<file path="config.mk">
export PLATFORM = sky130hd
export DESIGN_NAME = tap_controller_flat
export DESIGN_NICKNAME = d
export VERILOG_FILES = /design/src/rtl/tap_pkg.sv /design/src/rtl/tap_controller_if.sv /design/src/rtl/tap_fsm.sv /design/src/rtl/tap_controller.sv /design/src/flat_wrapper.sv
export SDC_FILE = /design/constraint.sdc
export NUM_CORES = 1
export LEC_CHECK = 0
export CAP_MARGIN = 5
export CELL_PAD_IN_SITES_DETAIL_PLACEMENT = 1
export CELL_PAD_IN_SITES_GLOBAL_PLACEMENT = 1
export CORE_MARGIN = 2
export CORE_UTILIZATION = 36
export CTS_CLUSTER_SIZE = 14
export DETAILED_ROUTE_END_ITERATION = 8
export GPL_TIMING_DRIVEN = 0
export PLACE_DENSITY = 0.79
export SYNTH_ARGS = -nofsm -noshare
export SYNTH_HDL_FRONTEND = slang
export SYNTH_SLANG_ARGS = --single-unit
export TNS_END_PERCENT = 20
</file>
<file path="constraint.sdc">
create_clock -name TCK -period 2.9 [get_ports TCK]
set_input_delay 0.435 -clock TCK [delete_from_list [all_inputs] [get_ports TCK]]
set_output_delay 0.435 -clock TCK [all_outputs]
set_load 0.01 [all_outputs]
</file>
<file path="src/rtl/tap_pkg.sv">
// Shared TAP definitions: state encoding, IR width/constants and the TMS next-state function.
// Pure declarations; no latency or backpressure of its own.
package tap_pkg;

  localparam int IR_W = 4;

  localparam logic [3:0] ST_TLR   = 4'hF;
  localparam logic [3:0] ST_RTI   = 4'hC;
  localparam logic [3:0] ST_SELDR = 4'h7;
  localparam logic [3:0] ST_CAPDR = 4'h6;
  localparam logic [3:0] ST_SHDR  = 4'h2;
  localparam logic [3:0] ST_EX1DR = 4'h1;
  localparam logic [3:0] ST_PSDR  = 4'h3;
  localparam logic [3:0] ST_EX2DR = 4'h0;
  localparam logic [3:0] ST_UPDR  = 4'h5;
  localparam logic [3:0] ST_SELIR = 4'h4;
  localparam logic [3:0] ST_CAPIR = 4'hE;
  localparam logic [3:0] ST_SHIR  = 4'hA;
  localparam logic [3:0] ST_EX1IR = 4'h9;
  localparam logic [3:0] ST_PSIR  = 4'hB;
  localparam logic [3:0] ST_EX2IR = 4'h8;
  localparam logic [3:0] ST_UPIR  = 4'hD;

  typedef enum logic [3:0] {
    S_TLR   = ST_TLR,   S_RTI   = ST_RTI,
    S_SELDR = ST_SELDR, S_CAPDR = ST_CAPDR, S_SHDR = ST_SHDR, S_EX1DR = ST_EX1DR,
    S_PSDR  = ST_PSDR,  S_EX2DR = ST_EX2DR, S_UPDR = ST_UPDR,
    S_SELIR = ST_SELIR, S_CAPIR = ST_CAPIR, S_SHIR = ST_SHIR, S_EX1IR = ST_EX1IR,
    S_PSIR  = ST_PSIR,  S_EX2IR = ST_EX2IR, S_UPIR = ST_UPIR
  } tap_state_e;

  localparam logic [IR_W-1:0] IR_IDCODE  = 4'h7;
  localparam logic [IR_W-1:0] IR_BYPASS  = 4'hF;
  localparam logic [IR_W-1:0] IR_RESET   = IR_IDCODE;
  localparam logic [IR_W-1:0] IR_CAPTURE = 4'b0001;

  function automatic tap_state_e tap_next(input tap_state_e s, input logic tms);
    tap_state_e n;
    case (s)
      S_TLR:   n = tms ? S_TLR   : S_RTI;
      S_RTI:   n = tms ? S_SELDR : S_RTI;
      S_SELDR: n = tms ? S_SELIR : S_CAPDR;
      S_CAPDR: n = tms ? S_EX1DR : S_SHDR;
      S_SHDR:  n = tms ? S_EX1DR : S_SHDR;
      S_EX1DR: n = tms ? S_UPDR  : S_PSDR;
      S_PSDR:  n = tms ? S_EX2DR : S_PSDR;
      S_EX2DR: n = tms ? S_UPDR  : S_SHDR;
      S_UPDR:  n = tms ? S_SELDR : S_RTI;
      S_SELIR: n = tms ? S_TLR   : S_CAPIR;
      S_CAPIR: n = tms ? S_EX1IR : S_SHIR;
      S_SHIR:  n = tms ? S_EX1IR : S_SHIR;
      S_EX1IR: n = tms ? S_UPIR  : S_PSIR;
      S_PSIR:  n = tms ? S_EX2IR : S_PSIR;
      S_EX2IR: n = tms ? S_UPIR  : S_SHIR;
      S_UPIR:  n = tms ? S_SELDR : S_RTI;
      default: n = S_TLR;
    endcase
    return n;
  endfunction

endpackage

</file>
<file path="src/rtl/tap_controller_if.sv">
// JTAG pin/decoder bundle around the TAP controller; master is the controller side.
// Wires only; no latency, no backpressure.
interface tap_controller_if;
  import tap_pkg::*;

  logic            TMS;
  logic            TDI;
  logic            DR_TDO;
  logic            TDO;
  logic            TDO_EN;
  logic [IR_W-1:0] LATCH_JTAG_IR;
  logic            TEST_LOGIC_RESET;
  logic            RUN_TEST_IDLE;
  logic            CAPTURE_DR;
  logic            SHIFT_DR;
  logic            UPDATE_DR;

  modport master (
    input  TMS, TDI, DR_TDO,
    output TDO, TDO_EN, LATCH_JTAG_IR, TEST_LOGIC_RESET, RUN_TEST_IDLE,
           CAPTURE_DR, SHIFT_DR, UPDATE_DR
  );

  modport slave (
    output TMS, TDI, DR_TDO,
    input  TDO, TDO_EN, LATCH_JTAG_IR, TEST_LOGIC_RESET, RUN_TEST_IDLE,
           CAPTURE_DR, SHIFT_DR, UPDATE_DR
  );
endinterface

</file>
<file path="src/rtl/tap_fsm.sv">
// 16-state TAP state register advanced by TMS on each TCK rising edge.
// State visible one edge after TMS is sampled; no backpressure (TMS always accepted).
module tap_fsm
  import tap_pkg::*;
(
  input  logic       TCK,
  input  logic       TRST_N,
  input  logic       TMS,
  output tap_state_e state_o
);

  tap_state_e state_q;

  always_ff @(posedge TCK or negedge TRST_N) begin
    if (!TRST_N) begin
      state_q <= S_TLR;
    end else begin
      state_q <= tap_next(state_q, TMS);
    end
  end

  assign state_o = state_q;

endmodule

</file>
<file path="src/rtl/tap_controller.sv">
// TAP controller: FSM, 4-bit IR capture/shift/update, DR strobes and TDO mux; new IR one edge after UPIR.
// No backpressure. TAP_TDO_NEGEDGE_EN registers TDO/TDO_EN on the TCK falling edge.
module tap_controller
  import tap_pkg::*;
(
  input  logic             TCK,
  input  logic             TRST_N,
  tap_controller_if.master bus
);

  tap_state_e      state;
  logic [IR_W-1:0] ir_sr_q, ir_sr_d;
  logic [IR_W-1:0] ir_latch_q, ir_latch_d;
  logic            tdo_src;
  logic            tdo_en_src;

  tap_fsm u_fsm (
    .TCK     (TCK),
    .TRST_N  (TRST_N),
    .TMS     (bus.TMS),
    .state_o (state)
  );

  // Shift/update decided on the current state, so the TMS=1 exit edge still shifts.
  always_comb begin
    ir_sr_d    = ir_sr_q;
    ir_latch_d = ir_latch_q;
    case (state)
      S_CAPIR: ir_sr_d    = IR_CAPTURE;
      S_SHIR:  ir_sr_d    = {bus.TDI, ir_sr_q[IR_W-1:1]};
      S_UPIR:  ir_latch_d = ir_sr_q;
      S_TLR:   ir_latch_d = IR_RESET;
      default: ;
    endcase
  end

  always_ff @(posedge TCK or negedge TRST_N) begin
    if (!TRST_N) begin
      ir_sr_q    <= IR_CAPTURE;
      ir_latch_q <= IR_RESET;
    end else begin
      ir_sr_q    <= ir_sr_d;
      ir_latch_q <= ir_latch_d;
    end
  end

  assign tdo_src    = (state == S_SHIR) ? ir_sr_q[0] :
                      (state == S_SHDR) ? bus.DR_TDO : 1'b0;
  assign tdo_en_src = (state == S_SHIR) || (state == S_SHDR);

`ifdef TAP_TDO_NEGEDGE_EN
  logic tdo_q;
  logic tdo_en_q;

  always_ff @(negedge TCK or negedge TRST_N) begin
    if (!TRST_N) begin
      tdo_q    <= 1'b0;
      tdo_en_q <= 1'b0;
    end else begin
      tdo_q    <= tdo_src;
      tdo_en_q <= tdo_en_src;
    end
  end

  assign bus.TDO    = tdo_q;
  assign bus.TDO_EN = tdo_en_q;
`else
  assign bus.TDO    = tdo_src;
  assign bus.TDO_EN = tdo_en_src;
`endif

  assign bus.LATCH_JTAG_IR    = ir_latch_q;
  assign bus.TEST_LOGIC_RESET = (state == S_TLR);
  assign bus.RUN_TEST_IDLE    = (state == S_RTI);
  assign bus.CAPTURE_DR       = (state == S_CAPDR);
  assign bus.SHIFT_DR         = (state == S_SHDR);
  assign bus.UPDATE_DR        = (state == S_UPDR);

endmodule

</file>
<file path="src/flat_wrapper.sv">
// flat-port wrapper written by rule: the top's interface ports become plain ports
module tap_controller_flat import tap_pkg::*;
  (TCK, TRST_N, bus_TMS, bus_TDI, bus_DR_TDO, bus_TDO, bus_TDO_EN, bus_LATCH_JTAG_IR, bus_TEST_LOGIC_RESET, bus_RUN_TEST_IDLE, bus_CAPTURE_DR, bus_SHIFT_DR, bus_UPDATE_DR);
  tap_controller_if bus_i ();
  input  logic TCK;
  input  logic TRST_N;
  input wire logic [$bits(bus_i.TMS)-1:0] bus_TMS;
  input wire logic [$bits(bus_i.TDI)-1:0] bus_TDI;
  input wire logic [$bits(bus_i.DR_TDO)-1:0] bus_DR_TDO;
  output wire logic [$bits(bus_i.TDO)-1:0] bus_TDO;
  output wire logic [$bits(bus_i.TDO_EN)-1:0] bus_TDO_EN;
  output wire logic [$bits(bus_i.LATCH_JTAG_IR)-1:0] bus_LATCH_JTAG_IR;
  output wire logic [$bits(bus_i.TEST_LOGIC_RESET)-1:0] bus_TEST_LOGIC_RESET;
  output wire logic [$bits(bus_i.RUN_TEST_IDLE)-1:0] bus_RUN_TEST_IDLE;
  output wire logic [$bits(bus_i.CAPTURE_DR)-1:0] bus_CAPTURE_DR;
  output wire logic [$bits(bus_i.SHIFT_DR)-1:0] bus_SHIFT_DR;
  output wire logic [$bits(bus_i.UPDATE_DR)-1:0] bus_UPDATE_DR;
  assign bus_i.TMS = bus_TMS;
  assign bus_i.TDI = bus_TDI;
  assign bus_i.DR_TDO = bus_DR_TDO;
  assign bus_TDO = bus_i.TDO;
  assign bus_TDO_EN = bus_i.TDO_EN;
  assign bus_LATCH_JTAG_IR = bus_i.LATCH_JTAG_IR;
  assign bus_TEST_LOGIC_RESET = bus_i.TEST_LOGIC_RESET;
  assign bus_RUN_TEST_IDLE = bus_i.RUN_TEST_IDLE;
  assign bus_CAPTURE_DR = bus_i.CAPTURE_DR;
  assign bus_SHIFT_DR = bus_i.SHIFT_DR;
  assign bus_UPDATE_DR = bus_i.UPDATE_DR;
  tap_controller u_core (.TCK(TCK), .TRST_N(TRST_N), .bus(bus_i));
endmodule
</file>
=== Word level (Yosys, flattened, before mapping) ===
Cells that the tools add are included.

* Register bits: 12
* ROM bits: 0
* Memories kept: 0
* Latch bits: 0
* Logic and storage cells: 42
* RAM bits: 0
* Input port bits: 5

* Bitwise logic cells: 0
* Magnitude comparators: 0
* Reductions and logical operators: 7
* Multiply operators: 0
* Multiplexer cells: 17
* Shift-type cells: 0
* Add/subtract/negate cells: 0
* Eq/ne operators: 15
* Div/mod/pow operators: 0

{| class="wikitable"
|+ Operator list
! cell !! count
|-
| 4-bit case mux with 12 select lines || 1
|-
| 4-bit equality test (second input constant) || 8
|-
| 4-bit by 3-bit equality test with 1-bit output (second input constant) || 4
|-
| 4-bit case mux with 2 select lines || 2
|-
| 2-bit two-way mux || 6
|-
| 3-bit two-way mux || 4
|-
| 4-bit by 2-bit equality test with 1-bit output (second input constant) || 2
|-
| 4-bit by 1-bit equality test with 1-bit output (second input constant) || 1
|-
| 4-bit zero test || 1
|-
| 4-bit two-way mux || 1
|-
| 2-bit nonzero test || 2
|-
| 2-bit OR reduction || 2
|-
| 1-bit two-way mux || 3
|-
| 3-bit OR reduction || 1
|-
| 1-bit logical OR || 1
|}

=== Longest topological paths before layout ===
Gate-level depths: netlist of the first run.

* Word-level depth: 3
* Depth in mapped cells: 4

=== Modules after synthesis ===
From an unflattened synthesis of the first run, not the netlist that was laid out.

* Cells, all modules: 64
* Area total of the unflattened synthesis: 668.1 µm²

{| class="wikitable"
|+ Modules (own cells, without submodules)
! module !! sequential area each (µm²) !! area each (µm²) !! cells an instance !! instances
|-
| tap_controller || 205.2 || 470.5 || 45 || 1
|-
| tap_fsm || 105.1 || 197.7 || 19 || 1
|}

=== Least setup slack after synthesis of the first run ===
No wires, ideal clock.

* Path type: register to output
* Start point: register u_core.u_fsm.state_q[1] (netlist: u_core.u_fsm.state_o[1])
* End point: output port bus_TDO
* Cell stages (with the launch flop): 3
* Data arrival time: 1088 ps
* Slack: 1377 ps
* Cell sequence: dfstp_2 -> or3b_1 -> nor2_1

* Longest elaborated chain between the ends: 3
* Elaborated cells on any way between the ends: 4
* Those cells by class: eq/ne (2); mux (2)

{| class="wikitable"
|+ RTL lines
! what !! RTL line !! source
|-
| start: declaration || tap_fsm.sv:12 || <nowiki>tap_state_e state_q;</nowiki>
|-
| start signal: assignment || tap_fsm.sv:18 || <nowiki>state_q <= tap_next(state_q, TMS);</nowiki>
|-
| 4-bit by 2-bit equality test with 1-bit output || tap_controller.sv:48 || <nowiki>(state == S_SHDR) ? bus.DR_TDO : 1'b0;</nowiki>
|-
| 1-bit two-way mux || tap_controller.sv:48 ||
|-
| 1-bit two-way mux * || tap_controller.sv:47 || <nowiki>assign tdo_src = (state == S_SHIR) ? ir_sr_q[0] :</nowiki>
|-
| end: declaration || flat_wrapper.sv:10 || <nowiki>output wire logic [$bits(bus_i.TDO)-1:0] bus_TDO;</nowiki>
|}

Every way passes the cells marked *; elsewhere a longest branch is shown, timed or not.

=== Worst setup path in the final report of the first run ===
Ends and elaborated chain as after synthesis.

==> out/metrics.json, run 1 <==
{
  "min-delay-start": "u_core.bus.LATCH_JTAG_IR[2]$_DFFE_PN1P_",
  "most-common-layout-cells": "sky130_fd_sc_hd__clkdlybuf4s50_1, sky130_fd_sc_hd__nand2_1, sky130_fd_sc_hd__nor2_1",
  "synth.avg_cell_area_sq_um": 9.02,
  "synth_compound_gate_area_share": 0.135,
  "grt_pass1_wl_microns": 2240,
  "final_antenna_net_count": 0,
  "synth_top_area_frac": 0.348,
  "placement.io_buffers": 15,
  "adder_cell_share_of_the_synthesized_area": 0,
  "holdCritPathClass": "reg -> reg",
  "gr-usage-all-layers": 0.155,
  "drtPass1Iterations": 3,
  "power-per-cell-area_mw_per_mm2": 1100,
  "post-route-worst-setup-slack_ns": 0.591,
  "finalMaxSlewViolations": 0,
  "io_pins": 16,
  "clock_h_tree_levels": 1,
  "period_share": 0.796,
  "ctsResizeCount": 0,
  "avgRoutedWirePerCell_microns": 12.3,
  "outcome": "completed",
  "synth_area_leaders": "sky130_fd_sc_hd__dfstp_2, sky130_fd_sc_hd__dfrtp_1, sky130_fd_sc_hd__nand2_1",
  "final.min_clock_period_ns": 2.31,
  "crit_reg_reg_startpoint": "u_core.u_fsm.state_o[3]$_DFF_PN1_",
  "yosys.cell_types.count": 22,
  "cp.required_ns": 2.47,
  "synth_seq_cells": 12,
  "reg2reg_to": "u_core.bus.LATCH_JTAG_IR[3]$_DFFE_PN0P_",
  "pre_cts_slack_ns": 0.889,
  "vias": 515,
  "timing.fmax_ghz": 0.433,
  "fp-row-count": 14,
  "antenna_cells": 0,
  "r2r_slack_ns": 1.69,
  "timing.final.setup_violations": 0,
  "worstHoldEndpoint": "u_core.bus.LATCH_JTAG_IR[2]$_DFFE_PN1P_",
  "cts_tree": "done",
  "grt_pass1_vias": 537,
  "worstHoldPathCells": 2,
  "tritoncts_num_sinks": 12,
  "clk_pin_slew_worst_paths_ns": 0.08,
  "synth_area_leader_cell": "sky130_fd_sc_hd__dfstp_2",
  "grt_start_max_net_pins": 13,
  "post_synth_xor_area_fraction": 0,
  "grt_overflow": 0,
  "worst-r2r-cell-count": 4,
  "worstPathMaxFanout": 5,
  "cp-start-kind": "register",
  "die_x_microns": 45.0,
  "dominant_combinational_cell_family_by_area_after_synthesis": "simple AND/OR/NAND/NOR gates",
  "starting_density_of_the_core": 0.392,
  "postSynthCellCount": 67,
  "post-cts-setup-buffers": 0,
  "place_hpwl_microns": 922,
  "ctsLongestPathBuffers": 2,
  "critical_path_arrival_ns": 1.87,
  "largest_voltage_drop_on_the_vdd_net_mv": 0.482,
  "muxShareOfSynthArea": 0.0166,
  "final_hold_viol_count": 0,
  "core-area_sq_mm": 0.00154,
  "dieHeight_microns": 45.0,
  "routed_wirelength_microns": 1260,
  "number_of_buffers_inserted_during_clock_tree_synthesis": 3,
  "synth_simple_gate_area_share": 0.296,
  "drt_first_iter_violations": 5,
  "clock_latency_on_the_worst_skew_pair_ns": 0.27,
  "static-leakage-power_nw": 0.339,
  "floorplan.die_area_sq_mm": 0.00202,
  "timing.max_cap.violations": 0,
  "max_slew.worst_pin.slew_ns": 0.535,
  "setup_total_negative_slack_ns": 0,
  "clock_skew_ns": 0.00212,
  "post_synthesis_instance_area_sq_um": 604,
  "hold_buffers": 0,
  "number_of_antenna_violations_at_the_first_check_in_global_routing": 0,
  "ys_warn_count": 0,
  "syn_nets": 72,
  "most_common_cell_after_layout_fill_and_taps_aside": "sky130_fd_sc_hd__clkdlybuf4s50_1",
  "cpPeakStageDelay_ns": 0.56,
  "slew_headroom": 0.642,
  "route.detailed.vias_per_inst": 5.05,
  "drive_gt1_frac": 0.209,
  "drc": 0,
  "cell_chain_of_the_critical_path": "or3b_1, nor2_1, clkdlybuf4s50_1",
  "synth_sequential_area_ratio": 0.513,
  "endpoint_kind": "primary output",
  "gp_weighted_congestion": 0.689,
  "setup.worst_path.class": "reg -> out",
  "final_stage_net_count": 92,
  "grt_setup_unrepaired": "no",
  "critical_path.slowest_cell": "sky130_fd_sc_hd__dfstp_2",
  "cell_at_the_root_of_the_clock_tree": "sky130_fd_sc_hd__clkbuf_4",
  "synthToLayoutAreaGrowth_pct": 34.2
}
==> worst max-delay path, delay by kind of cell, from the launching register on <==
kind | cells | cell delay [ns]
buffers and inverters | 1 | 0.53
AND/OR/NAND/NOR | 2 | 0.51
flip-flops | 1 | 0.56
==> layout make-up <==
| type | instances | area [sq um] |
|---|---|---|
| plain buffers | 4 | 20.0 |
| inverters | 1 | 3.75 |
| clock buffers | 4 | 36.3 |
| repair buffers | 15 | 150 |
| multi-input cells | 50 | 270 |
| fillers | 189 | 731 |
| flip-flops and latches | 12 | 310 |
| well taps | 16 | 20.0 |
==> per-layer routing <==
metal / part of all wire / vias up / global-route usage
met1: 0.44 / 239 / 0.181
met3: 0.034 / 2 / 0.0280
met2: 0.52 / 12 / 0.266
met4: 0.011 / 0 / 0.0882
li1: - / 262 / -
met5: 0 / - / 0
==> state kept, by name (all words and copies together) (netlist names) <==
name	flops
u_core.bus.LATCH_JTAG_IR	4
u_core.ir_sr_q	4
u_core.u_fsm.state_o	4
==> cell families (layout without fill, tap and decap cells) <==
family	count (synthesis)	after routing
AND/OR/NAND/NOR	35	35
AO/OA/AOI/OAI	14	14
flip-flops	12	12
buffers and inverters	5	24
multiplexers	1	1
==> how the worst max path moves through the flow <==
stage / startpoint / end / slack, ns / cells after the start
after floorplan: u_core.u_fsm.state_o[1]$_DFF_PN1_ / bus_TDO / 1.38 / 2
after global placement: u_core.u_fsm.state_o[1]$_DFF_PN1_ / bus_TDO / 0.89 / 3
after detailed placement: u_core.u_fsm.state_o[1]$_DFF_PN1_ / bus_TDO / 0.89 / 3
after CTS: u_core.u_fsm.state_o[1]$_DFF_PN1_ / bus_TDO / 0.56 / 3
after global routing: u_core.u_fsm.state_o[3]$_DFF_PN1_ / bus_RUN_TEST_IDLE / 0.47 / 4
final: u_core.u_fsm.state_o[1]$_DFF_PN1_ / bus_TDO / 0.59 / 3
==> Yosys cell counts <==
cell / count
sky130_fd_sc_hd__a21boi_1: 1
sky130_fd_sc_hd__a22o_1: 1
sky130_fd_sc_hd__and2b_1: 1
sky130_fd_sc_hd__and4bb_2: 1
sky130_fd_sc_hd__buf_2: 4
sky130_fd_sc_hd__dfrtp_1: 4
sky130_fd_sc_hd__dfstp_2: 8
sky130_fd_sc_hd__inv_1: 1
sky130_fd_sc_hd__mux2i_1: 1
sky130_fd_sc_hd__nand2_1: 12
sky130_fd_sc_hd__nand2b_1: 4
sky130_fd_sc_hd__nand3_1: 1
sky130_fd_sc_hd__nand3_2: 1
sky130_fd_sc_hd__nand3b_1: 2
sky130_fd_sc_hd__nand4_1: 1
sky130_fd_sc_hd__nor2_1: 9
sky130_fd_sc_hd__nor3_1: 2
sky130_fd_sc_hd__o211ai_1: 1
sky130_fd_sc_hd__o21a_1: 1
sky130_fd_sc_hd__o21ai_0: 2
sky130_fd_sc_hd__o21ai_1: 8
sky130_fd_sc_hd__or3b_1: 1
==> metrics by stage <==
step                      utilization  hold slack, ns  total power, mW  instance area [sq um]  instances
after global routing            0.526           0.499            0.975                    811        102
after detailed placement        0.502           0.455            0.771                    774         98
after global placement          0.502           0.448            0.758                    774         98
after floorplan                     -           0.139            0.602                    604         67
final                           0.526           0.463            0.893                    811        102
after CTS                       0.526           0.468            0.909                    811        102
==> report_power, final <==
part           switching [mW]  total (mW)  leakage [nW]  internal, mW
Clock                  0.0594       0.136        0.0210        0.0763
Combinational           0.222       0.429         0.179         0.207
Sequential             0.0468       0.328         0.138         0.281
Total                   0.329       0.893         0.339         0.565
Note: power is estimated with default switching activity, not from simulation.
==> inputs of run 2 (changes only) <==
CORE_UTILIZATION = 30   (was 36)
PLACE_DENSITY = 0.7   (was 0.79)
clock period = 1.95 ns   (was 2.9 ns; I/O delays follow)
==> out/metrics.json, run 2 (synthesized netlist as in run 1, its figures left out) <==
{
  "cp-start-kind": {"value": "register", "change": "unchanged"},
  "die_x": {"value": 48.9, "unit": "microns", "change": "was 45.0 microns"},
  "power-per-cell-area": {"value": 1600, "unit": "mW/mm^2", "change": "was 1100 mW/mm^2"},
  "hold_buffers": {"value": 0, "change": "unchanged"},
  "avgRoutedWirePerCell": {"value": 11.7, "unit": "microns", "change": "was 12.3 microns"},
  "dieHeight": {"value": 48.9, "unit": "microns", "change": "was 45.0 microns"},
  "endpoint_kind": {"value": "primary output", "change": "unchanged"},
  "final_antenna_net_count": {"value": 0, "change": "unchanged"},
  "outcome": {"value": "finished with violations", "change": "was completed"},
  "grt_start_max_net_pins": {"value": 13, "change": "unchanged"},
  "cpPeakStageDelay": {"value": 0.56, "unit": "ns", "change": "about the same"},
  "number_of_buffers_inserted_during_clock_tree_synthesis": {"value": 3, "change": "unchanged"},
  "final_stage_net_count": {"value": 92, "change": "unchanged"},
  "finalMaxSlewViolations": {"value": 0, "change": "unchanged"},
  "holdCritPathClass": {"value": "in -> async", "change": "was reg -> reg"},
  "vias": {"value": 525, "change": "was 515"},
  "cell_at_the_root_of_the_clock_tree": {"value": "sky130_fd_sc_hd__clkbuf_4", "change": "unchanged"},
  "placed_inst_area": {"value": 788, "unit": "sq um", "change": "was 774 sq um"},
  "grt_setup_unrepaired": {"value": "yes", "change": "was no"},
  "cp.required": {"value": 1.66, "unit": "ns", "change": "was 2.47 ns"},
  "drive_gt1_frac": {"value": 0.221, "change": "was 0.209"},
  "synthToLayoutAreaGrowth": {"value": 39.5, "unit": "%", "change": "was 34.2%"},
  "worstPathMaxFanout": {"value": 10, "change": "was 5"},
  "core-area": {"value": 0.00192, "unit": "sq mm", "change": "was 0.00154 sq mm"},
  "grt_pass1_vias": {"value": 551, "change": "was 537"},
  "max_slew.worst_pin.slew": {"value": 0.531, "unit": "ns", "change": "was 0.535 ns"},
  "grt_pass1_wl": {"value": 2550, "unit": "microns", "change": "was 2240 microns"},
  "largest_voltage_drop_on_the_vdd_net": {"value": 0.552, "unit": "mV", "change": "was 0.482 mV"},
  "number_of_antenna_violations_at_the_first_check_in_global_routing": {"value": 0, "change": "unchanged"},
  "starting_density_of_the_core": {"value": 0.314, "change": "was 0.392"},
  "clock_skew": {"value": 0.00786, "unit": "ns", "change": "was 0.00212 ns"},
  "placement.io_buffers": {"value": 15, "change": "unchanged"},
  "grt_overflow": {"value": 0, "change": "unchanged"},
  "route.detailed.vias_per_inst": {"value": 4.65, "change": "was 5.05"},
  "final.min_clock_period_ns": 2.07,
  "post-cts-setup-buffers": {"value": 0, "change": "unchanged"},
  "gr-usage-all-layers": {"value": 0.139, "change": "was 0.155"},
  "clock_latency_on_the_worst_skew_pair": {"value": 0.27, "unit": "ns", "change": "about the same"},
  "post_route_cell_area": {"value": 843, "unit": "sq um", "change": "was 811 sq um"},
  "ctsLongestPathBuffers": {"value": 2, "change": "unchanged"},
  "floorplan.die_area": {"value": 0.00239, "unit": "sq mm", "change": "was 0.00202 sq mm"},
  "post-route-worst-setup-slack": {"value": -0.115, "unit": "ns", "change": "was 0.591 ns"},
  "timing.final.setup_violations": {"value": 1, "change": "was 0"},
  "timing.critical_path.max_delay_family": {"value": "buffers and inverters", "change": "was flip-flops"},
  "critical_path.slowest_cell": {"value": "sky130_fd_sc_hd__dfstp_2", "change": "unchanged"},
  "timing.max_cap.violations": {"value": 0, "change": "unchanged"},
  "io_pins": {"value": 16, "change": "unchanged"},
  "routed_wirelength": {"value": 1330, "unit": "microns", "change": "was 1260 microns"},
  "cell_chain_of_the_critical_path": {"value": "clkbuf_4, and4bb_2, clkdlybuf4s50_1", "change": "was or3b_1, nor2_1, clkdlybuf4s50_1"},
  "worstPathBufferInverterCount": {"value": 2, "change": "was 1"},
  "setup.worst_path.class": {"value": "reg -> out", "change": "unchanged"},
  "drc": {"value": 0, "change": "unchanged"},
  "drt_first_iter_violations": {"value": 2, "change": "was 5"},
  "tritoncts_num_sinks": {"value": 12, "change": "unchanged"},
  "most_common_cell_after_layout_fill_and_taps_aside": {"value": "sky130_fd_sc_hd__nand2_1", "change": "was sky130_fd_sc_hd__clkdlybuf4s50_1"},
  "critical_path_arrival": {"value": 1.77, "unit": "ns", "change": "was 1.87 ns"},
  "period_share": 1.06,
  "gp_weighted_congestion": {"value": 0.747, "change": "was 0.689"},
  "place_hpwl": {"value": 1000, "unit": "microns", "change": "was 922 microns"},
  "timing.fmax_ghz": 0.484,
  "slew_headroom": {"value": 0.645, "change": "was 0.642"},
  "antenna_cells": {"value": 0, "change": "unchanged"},
  "clock_h_tree_levels": {"value": 1, "change": "unchanged"},
  "drtPass1Iterations": {"value": 4, "change": "was 3"},
  "fp-row-count": {"value": 16, "change": "was 14"},
  "final_hold_viol_count": {"value": 0, "change": "unchanged"},
  "cts_tree": {"value": "done", "change": "unchanged"},
  "static-leakage-power": {"value": 0.401, "unit": "nW", "change": "was 0.339 nW"},
  "clk_pin_slew_worst_paths": {"value": 0.08, "unit": "ns", "change": "about the same"},
  "timing.hold.ws": {"value": 0.364, "unit": "ns", "change": "was 0.463 ns"},
  "most-common-layout-cells": {"value": "sky130_fd_sc_hd__nand2_1, sky130_fd_sc_hd__nor2_1, sky130_fd_sc_hd__clkdlybuf4s50_1", "change": "was sky130_fd_sc_hd__clkdlybuf4s50_1, sky130_fd_sc_hd__nand2_1, sky130_fd_sc_hd__nor2_1"},
  "violations": "negative setup slack"
}
-- run 2: changes by cell type in the layout (fill, tap and decap cells not counted), moves of 2 or more --
cell	previous run	this run
sky130_fd_sc_hd__buf_4	0	2
sky130_fd_sc_hd__dlymetal6s2s_1	0	3
sky130_fd_sc_hd__clkdlybuf4s50_1	15	9
sky130_fd_sc_hd__clkbuf_4	3	5
sky130_fd_sc_hd__clkdlybuf4s15_1	0	2
sky130_fd_sc_hd__buf_2	4	0
-- run 2: final timing paths --
path	slack, ns	from	to	cells after the start
setup / recovery	-0.12	u_core.u_fsm.state_o[2]$_DFF_PN1_	bus_CAPTURE_DR	3
hold / removal	0.36	TRST_N	u_core.ir_sr_q[2]$_DFFE_PN0N_	1
setup reg to reg	0.76	u_core.u_fsm.state_o[2]$_DFF_PN1_	u_core.bus.LATCH_JTAG_IR[3]$_DFFE_PN0P_	4
hold reg to reg	0.46	u_core.bus.LATCH_JTAG_IR[0]$_DFFE_PN1P_	u_core.bus.LATCH_JTAG_IR[0]$_DFFE_PN1P_	2
max in group asynchronous	1.21	TRST_N	u_core.u_fsm.state_o[2]$_DFF_PN1_	1
min in group TCK	0.46	u_core.bus.LATCH_JTAG_IR[0]$_DFFE_PN1P_	u_core.bus.LATCH_JTAG_IR[0]$_DFFE_PN1P_	2
-- run 2: through the flow --
| stage | worst slack (ns) | instances | TNS (ns) | utilization | total power, mW |
|---|---|---|---|---|---|
| after floorplan | 0.569 | 67 | 0 | - | 0.896 |
| after global placement | 0.0918 | 109 | 0 | 0.410 | 1.13 |
| after detailed placement | 0.0586 | 109 | 0 | 0.410 | 1.16 |
| after CTS | -0.190 | 113 | -0.650 | 0.428 | 1.35 |
| after global routing | -0.225 | 113 | -0.225 | 0.439 | 1.49 |
| final | -0.115 | 113 | -0.115 | 0.439 | 1.35 |
-- run 2: power by group --
part	switching (mW)	internal, mW	leakage (nW)
sequential	0.0781	0.419	0.138
clock	0.0834	0.113	0.0210
combinational	0.335	0.321	0.242
-- run 2: area by class of cell --
type	count	area (sq um)
Fill cell	244	1080
Sequential cell	12	310
Multi-Input combinational cell	50	273
Timing Repair Buffer	15	156
Clock buffer	4	36.3
Tap cell	27	33.8
Buffer	4	30.0
Inverter	1	3.75
-- run 2: timing repair --
action / CTS / global route
setup endpoints to repair: 7 / 6
hold endpoints to repair: 0 / 0
resized for setup: 4 / 10
-- run 2: metal layers --
metal | wire length, microns | part of all wire | global-route usage
met5 | 0 | 0 | 0
met4 | 19 | 0.014 | 0.0857
met3 | 45 | 0.034 | 0.0337
met2 | 613 | 0.46 | 0.208
met1 | 647 | 0.49 | 0.181
==> inputs of run 3 (changes only) <==
ABC_CLOCK_PERIOD_IN_PS = 1950   (was default)
==> results of run 3 <==
The final DEF is identical to that of run 2; final timing and power are the same.
